===== config.mk =====
export PLATFORM = sky130hd
export DESIGN_NAME = div_flat
export DESIGN_NICKNAME = d
export VERILOG_FILES = /design/src/rtl/div_if.sv /design/src/rtl/div.sv /design/src/flat_wrapper.sv
export SDC_FILE = /design/constraint.sdc
export NUM_CORES = 1
export LEC_CHECK = 0
export BUFFER_PORTS_ARGS = -buffer_cell sky130_fd_sc_hd__buf_2
export CELL_PAD_IN_SITES_DETAIL_PLACEMENT = 1
export CELL_PAD_IN_SITES_GLOBAL_PLACEMENT = 1
export CORE_MARGIN = 3
export CORE_UTILIZATION = 25
export DETAILED_ROUTE_END_ITERATION = 16
export PLACE_DENSITY_LB_ADDON = 0.1
export SETUP_SLACK_MARGIN = 0.1
export SLEW_MARGIN = 15
export SYNTH_ARGS = -nofsm -noshare
export SYNTH_HDL_FRONTEND = slang
export SYNTH_SLANG_ARGS = --single-unit

===== constraint.sdc =====
create_clock -name clk -period 6.5 [get_ports clk]
set_clock_uncertainty 0.15 [all_clocks]
set_input_delay 0.65 -clock clk [delete_from_list [all_inputs] [get_ports clk]]
set_output_delay 0.65 -clock clk [all_outputs]
set_load 0.03 [all_outputs]

===== src/rtl/div_if.sv =====
// div_if: operand/handshake bundle between EX and the divider.
// EX drives operands and start/annul; the divider returns result/ready.
interface div_if;
   logic        signed_div_i;
   logic [31:0] opdata1_i;
   logic [31:0] opdata2_i;
   logic        start_i;
   logic        annul_i;
   logic [63:0] result_o;
   logic        ready_o;

   modport master (
      output signed_div_i, opdata1_i, opdata2_i, start_i, annul_i,
      input  result_o, ready_o
   );

   modport slave (
      input  signed_div_i, opdata1_i, opdata2_i, start_i, annul_i,
      output result_o, ready_o
   );
endinterface


===== src/rtl/div.sv =====
// div: iterative 32-bit restoring divider for DIV/DIVU.
// One quotient bit per cycle; result is {remainder, quotient}.
module div #(
   parameter int DATA_W = 32
) (
   input  logic clk,
   input  logic rst,
   div_if.slave bus
);

   typedef enum logic [1:0] {
      S_FREE   = 2'd0,
      S_BYZERO = 2'd1,
      S_ON     = 2'd2,
      S_END    = 2'd3
   } state_t;

   state_t      r_state;
   logic [5:0]  r_cnt;
   logic [64:0] r_dividend;
   logic [31:0] r_divisor;
   logic [63:0] r_result;
   logic        r_ready;

   logic [31:0] w_op1;
   logic [31:0] w_op2;
   logic [32:0] w_diff;
   logic        w_neg_q;
   logic        w_neg_r;
   logic [31:0] w_q;
   logic [31:0] w_r;

   // Magnitudes for signed division; 0x80000000 stays as unsigned 2^31.
   assign w_op1 = (bus.signed_div_i && bus.opdata1_i[31])
                ? (~bus.opdata1_i + 32'd1) : bus.opdata1_i;
   assign w_op2 = (bus.signed_div_i && bus.opdata2_i[31])
                ? (~bus.opdata2_i + 32'd1) : bus.opdata2_i;

   // Trial subtraction; bit 32 is the borrow.
   assign w_diff = {1'b0, r_dividend[63:32]} - {1'b0, r_divisor};

   // Quotient sign from operand signs, remainder follows the dividend.
   assign w_neg_q = bus.signed_div_i & (bus.opdata1_i[31] ^ bus.opdata2_i[31]);
   assign w_neg_r = bus.signed_div_i & bus.opdata1_i[31];
   assign w_q = w_neg_q ? (~r_dividend[31:0] + 32'd1) : r_dividend[31:0];
   assign w_r = w_neg_r ? (~r_dividend[64:33] + 32'd1) : r_dividend[64:33];

   assign bus.result_o = r_result;
   assign bus.ready_o  = r_ready;

   // Sequencer: accept, step 32 times, fix signs, hold until start drops.
   always_ff @(posedge clk) begin
      if (rst) begin
         r_state    <= S_FREE;
         r_cnt      <= 6'd0;
         r_dividend <= '0;
         r_divisor  <= '0;
         r_result   <= '0;
         r_ready    <= 1'b0;
      end else begin
         unique case (r_state)
            S_FREE: begin
               r_ready  <= 1'b0;
               r_result <= '0;
               if (bus.start_i && !bus.annul_i) begin
                  if (bus.opdata2_i == 32'd0) begin
                     r_state <= S_BYZERO;
                  end else begin
                     r_state    <= S_ON;
                     r_cnt      <= 6'd0;
                     r_dividend <= {32'b0, w_op1, 1'b0};
                     r_divisor  <= w_op2;
                  end
               end
            end
            S_BYZERO: begin
               r_dividend <= '0;
               r_result   <= '0;
               r_ready    <= 1'b1;
               r_state    <= S_END;
            end
            S_ON: begin
               if (bus.annul_i) begin
                  r_state <= S_FREE;
                  r_cnt   <= 6'd0;
               end else if (r_cnt != 6'd32) begin
                  if (w_diff[32])
                     r_dividend <= {r_dividend[63:0], 1'b0};
                  else
                     r_dividend <= {w_diff[31:0], r_dividend[31:0], 1'b1};
                  r_cnt <= r_cnt + 6'd1;
               end else begin
                  r_result <= {w_r, w_q};
                  r_ready  <= 1'b1;
                  r_state  <= S_END;
                  r_cnt    <= 6'd0;
               end
            end
            S_END: begin
               if (!bus.start_i) begin
                  r_state  <= S_FREE;
                  r_ready  <= 1'b0;
                  r_result <= '0;
               end
            end
         endcase
      end
   end

endmodule


===== src/flat_wrapper.sv =====
// flat-port wrapper written by rule: the top's interface ports become plain ports
module div_flat 
#(
   parameter int DATA_W = 32
)
  (clk, rst, bus_signed_div_i, bus_opdata1_i, bus_opdata2_i, bus_start_i, bus_annul_i, bus_result_o, bus_ready_o);
  div_if bus_i ();
  input  logic clk;
  input  logic rst;
  input wire logic [$bits(bus_i.signed_div_i)-1:0] bus_signed_div_i;
  input wire logic [$bits(bus_i.opdata1_i)-1:0] bus_opdata1_i;
  input wire logic [$bits(bus_i.opdata2_i)-1:0] bus_opdata2_i;
  input wire logic [$bits(bus_i.start_i)-1:0] bus_start_i;
  input wire logic [$bits(bus_i.annul_i)-1:0] bus_annul_i;
  output wire logic [$bits(bus_i.result_o)-1:0] bus_result_o;
  output wire logic [$bits(bus_i.ready_o)-1:0] bus_ready_o;
  assign bus_i.signed_div_i = bus_signed_div_i;
  assign bus_i.opdata1_i = bus_opdata1_i;
  assign bus_i.opdata2_i = bus_opdata2_i;
  assign bus_i.start_i = bus_start_i;
  assign bus_i.annul_i = bus_annul_i;
  assign bus_result_o = bus_i.result_o;
  assign bus_ready_o = bus_i.ready_o;
  div #(.DATA_W(DATA_W)) u_core (.clk(clk), .rst(rst), .bus(bus_i));
endmodule

==> results.toml <==
[global_routing]
grt-ovfl-total = 0
grt_max_degree = 80
antenna_found_initial = 1
grt_pass1_wl_mm = 64.4
grt_util_all_layers = 0.179
grt_pass1_vias = 10595

[worst_setup_path]
path_cells = "inv_1 > fa_1 > nand2b_1 > a21oi_1 > o21ai_0 > o21ai_1 > a31oi_1 > o41ai_4 > buf_4 > nand2_1 > o21ai_0"
r2r_slack_ns = 2.33
cp_top_family = "compound AO/OA/AOI/OAI gates"
critPathBufInv = 2
crit_type = "reg2reg"
required_ns = 6.75
endpoint_kind = "register"
cp_common_cell = "o21ai_0"
cp_slowest_cell = "o41ai_4"
critPathLaunchType = "register"
cp_max_fo = 15
max_stage_delay_ns = 0.78
arrival_ns = 4.42

[synth]
synth_top_cell_by_area = "dfxtp_1"
synth_cell_types = 77
synth_top_area_frac = 0.311
syn-num-nets = 1504
async_reset_ff_frac = 0
ys_seq_area_frac = 0.311
yosys-top-cells-area = "dfxtp_1 31%, nor2_1 6.3%, xor2_1 6.2%"
synthCells = 1390
syn_area_per_cell_um2 = 7.87
ys_warn_count = 0
syn_area_um2 = 10900
ys.flop_type = "dfxtp_1"
synth_edf_count = 0
ys_ff_latch = 170

[placement]
gp_congestion = 0.791
hpwl_mm = 31.2
dpl.cell_count = 2038
port-buffer-count = 133
dpl-instance-area_um2 = 12100

[cts]
clk_pin_slew_ns = 0.07
cts_tree = "done"
clkLatencyLatePin_ns = 0.48
cts_setup_buffers = 0
cts_resized = 0
numCtsBuffers = 17
clock-sinks = 170
clockRootBuffer = "clkbuf_16"
clk_path_buf_depth = 2
htreeDepth = 4
cts_hold_buffers = 0

[finish]
fin_util = 0.295
fillers = 5286
multi_input_area_um2 = 6990
postLayoutCellArea_um2 = 12700
seq_area_um2 = 3400
area_growth_pct = 16.4
fin_nets = 1586
stdcell_count = 2069
antenna_cells = 0
drive_above_1_share = 0.135

[timing]
setup_violations = 0
whs_ns = 0.301
slew_headroom = 0.283
fin_crit_ns = 4.17
slew_violations = 0
hold_viol = 0
tightestPinTransition_ns = 1.08
setup_tns_ns = 0
rsz0062_at_grt = "false"
fmax_mhz = 240
finalCritPeriodShare = 0.641

[power_and_ir_drop]
leakagePower_nw = 5.09
power.density_nw_per_um2 = 314
ir_worst_vdd_v = 0.000138

[floorplanning]
io_pins = 134
num_rows = 76
core_area_um2 = 43200
die_area_um2 = 46300
die_y_um = 215
die_w_um = 215
start_util = 0.253

[hold_path]
hold_class = "reg2reg"

[route]
dr.pass1.iters = 4
drc = 0
routed_wl_mm = 41.0
drt_iter0_markers = 523
ant_nets = 0
wl_per_cell_um = 19.8
vias = 10427
via_per_inst = 5.04

[run]
cap_violations = 0

[outcome]
status = "finished clean"
tightest hold or removal path: cells and delay by family (launching register included):
kind,cells,cell delay [ns]
DFF,1,0.31
AOI/OAI and AO/OA,1,0.05
and+or+nand+nor,1,0.05
registers in the layout (all words and copies together), names as in the netlist:
| signal | flops |
|---|---|
| u_core.r_cnt | 6 |
| u_core.r_state | 2 |
| u_core.r_divisor | 32 |
| u_core.r_dividend | 65 |
| u_core.bus.ready_o | 1 |
| u_core.bus.result_o | 64 |
layout by cell type (no fill, tap or decap), drive strengths merged, types with 40 or more instances in the layout:
cell,instances
nor2,185
dfxtp,170
buf,146
nand2,108
o21ai,100
a21oi,93
xor2,77
xnor2,63
inv,55
a22oi,53
ha,44
a211oi,40
final timing paths:
check | startpoint | to | cells after the start
min reg2reg | u_core.bus.result_o[34]$_SDFFE_PP0P_ | u_core.bus.result_o[34]$_SDFFE_PP0P_ | 2
min | u_core.bus.result_o[34]$_SDFFE_PP0P_ | u_core.bus.result_o[34]$_SDFFE_PP0P_ | 2
max | u_core.r_dividend[33]$_SDFFE_PP0P_ | u_core.r_dividend[61]$_SDFFE_PP0P_ | 11
max reg2reg | u_core.r_dividend[33]$_SDFFE_PP0P_ | u_core.r_dividend[61]$_SDFFE_PP0P_ | 11
power breakdown:
group | leakage, nW | internal [mW] | total, mW | switching, mW
sequential | 1.38 | 1.17 | 1.33 | 0.161
combinational | 3.40 | 0.507 | 1.51 | 1.00
clock | 0.307 | 0.678 | 1.15 | 0.476
area by class of cell:
cell class	count	share of cell area
sequential	170	0.267
clock inverter	12	0.0156
timing repair buffer	146	0.0602
multi-input combinational	1081	0.549
tap	585	0.0575
clock buffer	19	0.0340
inverter	56	0.0165
cell usage after synthesis, types with 5 or more instances:
cell type	count
a211oi_1	40
a21o_1	17
a21oi_1	93
a221o_1	7
a221oi_1	11
a22o_1	9
a22oi_1	53
a31oi_1	12
a32oi_1	8
a41oi_1	5
and2_1	8
and3_1	16
buf_2	5
clkbuf_1	67
dfxtp_1	170
ha_1	44
inv_1	55
mux2i_1	12
nand2_1	108
nand2b_1	13
nand3_1	26
nand4_1	5
nor2_1	185
nor2b_1	6
nor3_1	33
nor3b_1	5
nor4_1	10
o211ai_1	5
o21a_1	6
o21ai_0	96
o21bai_1	6
o31a_1	6
o31ai_1	17
o41ai_1	9
or3_1	14
or4_1	5
xnor2_1	63
xor2_1	77
metrics by stage:
| step | power (mW) | setup slack (ns) |
|---|---|---|
| floorplan | 2.40 | 3.20 |
| global placement | 2.88 | 2.19 |
| detailed placement | 2.88 | 2.12 |
| CTS | 4.06 | 2.28 |
| global route | 4.29 | 1.84 |
| finish | 4.00 | 2.33 |
routing by layer:
layer | track usage | wire length (um)
met1 | 0.239 | 19800
met2 | 0.299 | 19400
met3 | 0.0327 | 1190
met4 | 0.0478 | 580
met5 | 0 | 13
logic make-up (layout without fill, tap and decap cells):
logic type	after synthesis	in the layout	synth area share
AOI/OAI and AO/OA	428	428	0.264
xor gates and xnor gates	140	140	0.112
adders and majority gates	45	45	0.0522
buffers and inverters	139	233	0.0539
DFF	170	170	0.311
muxes	12	12	0.0110
and+or+nand+nor	456	456	0.196
Note: power is estimated with default switching activity, not from simulation.
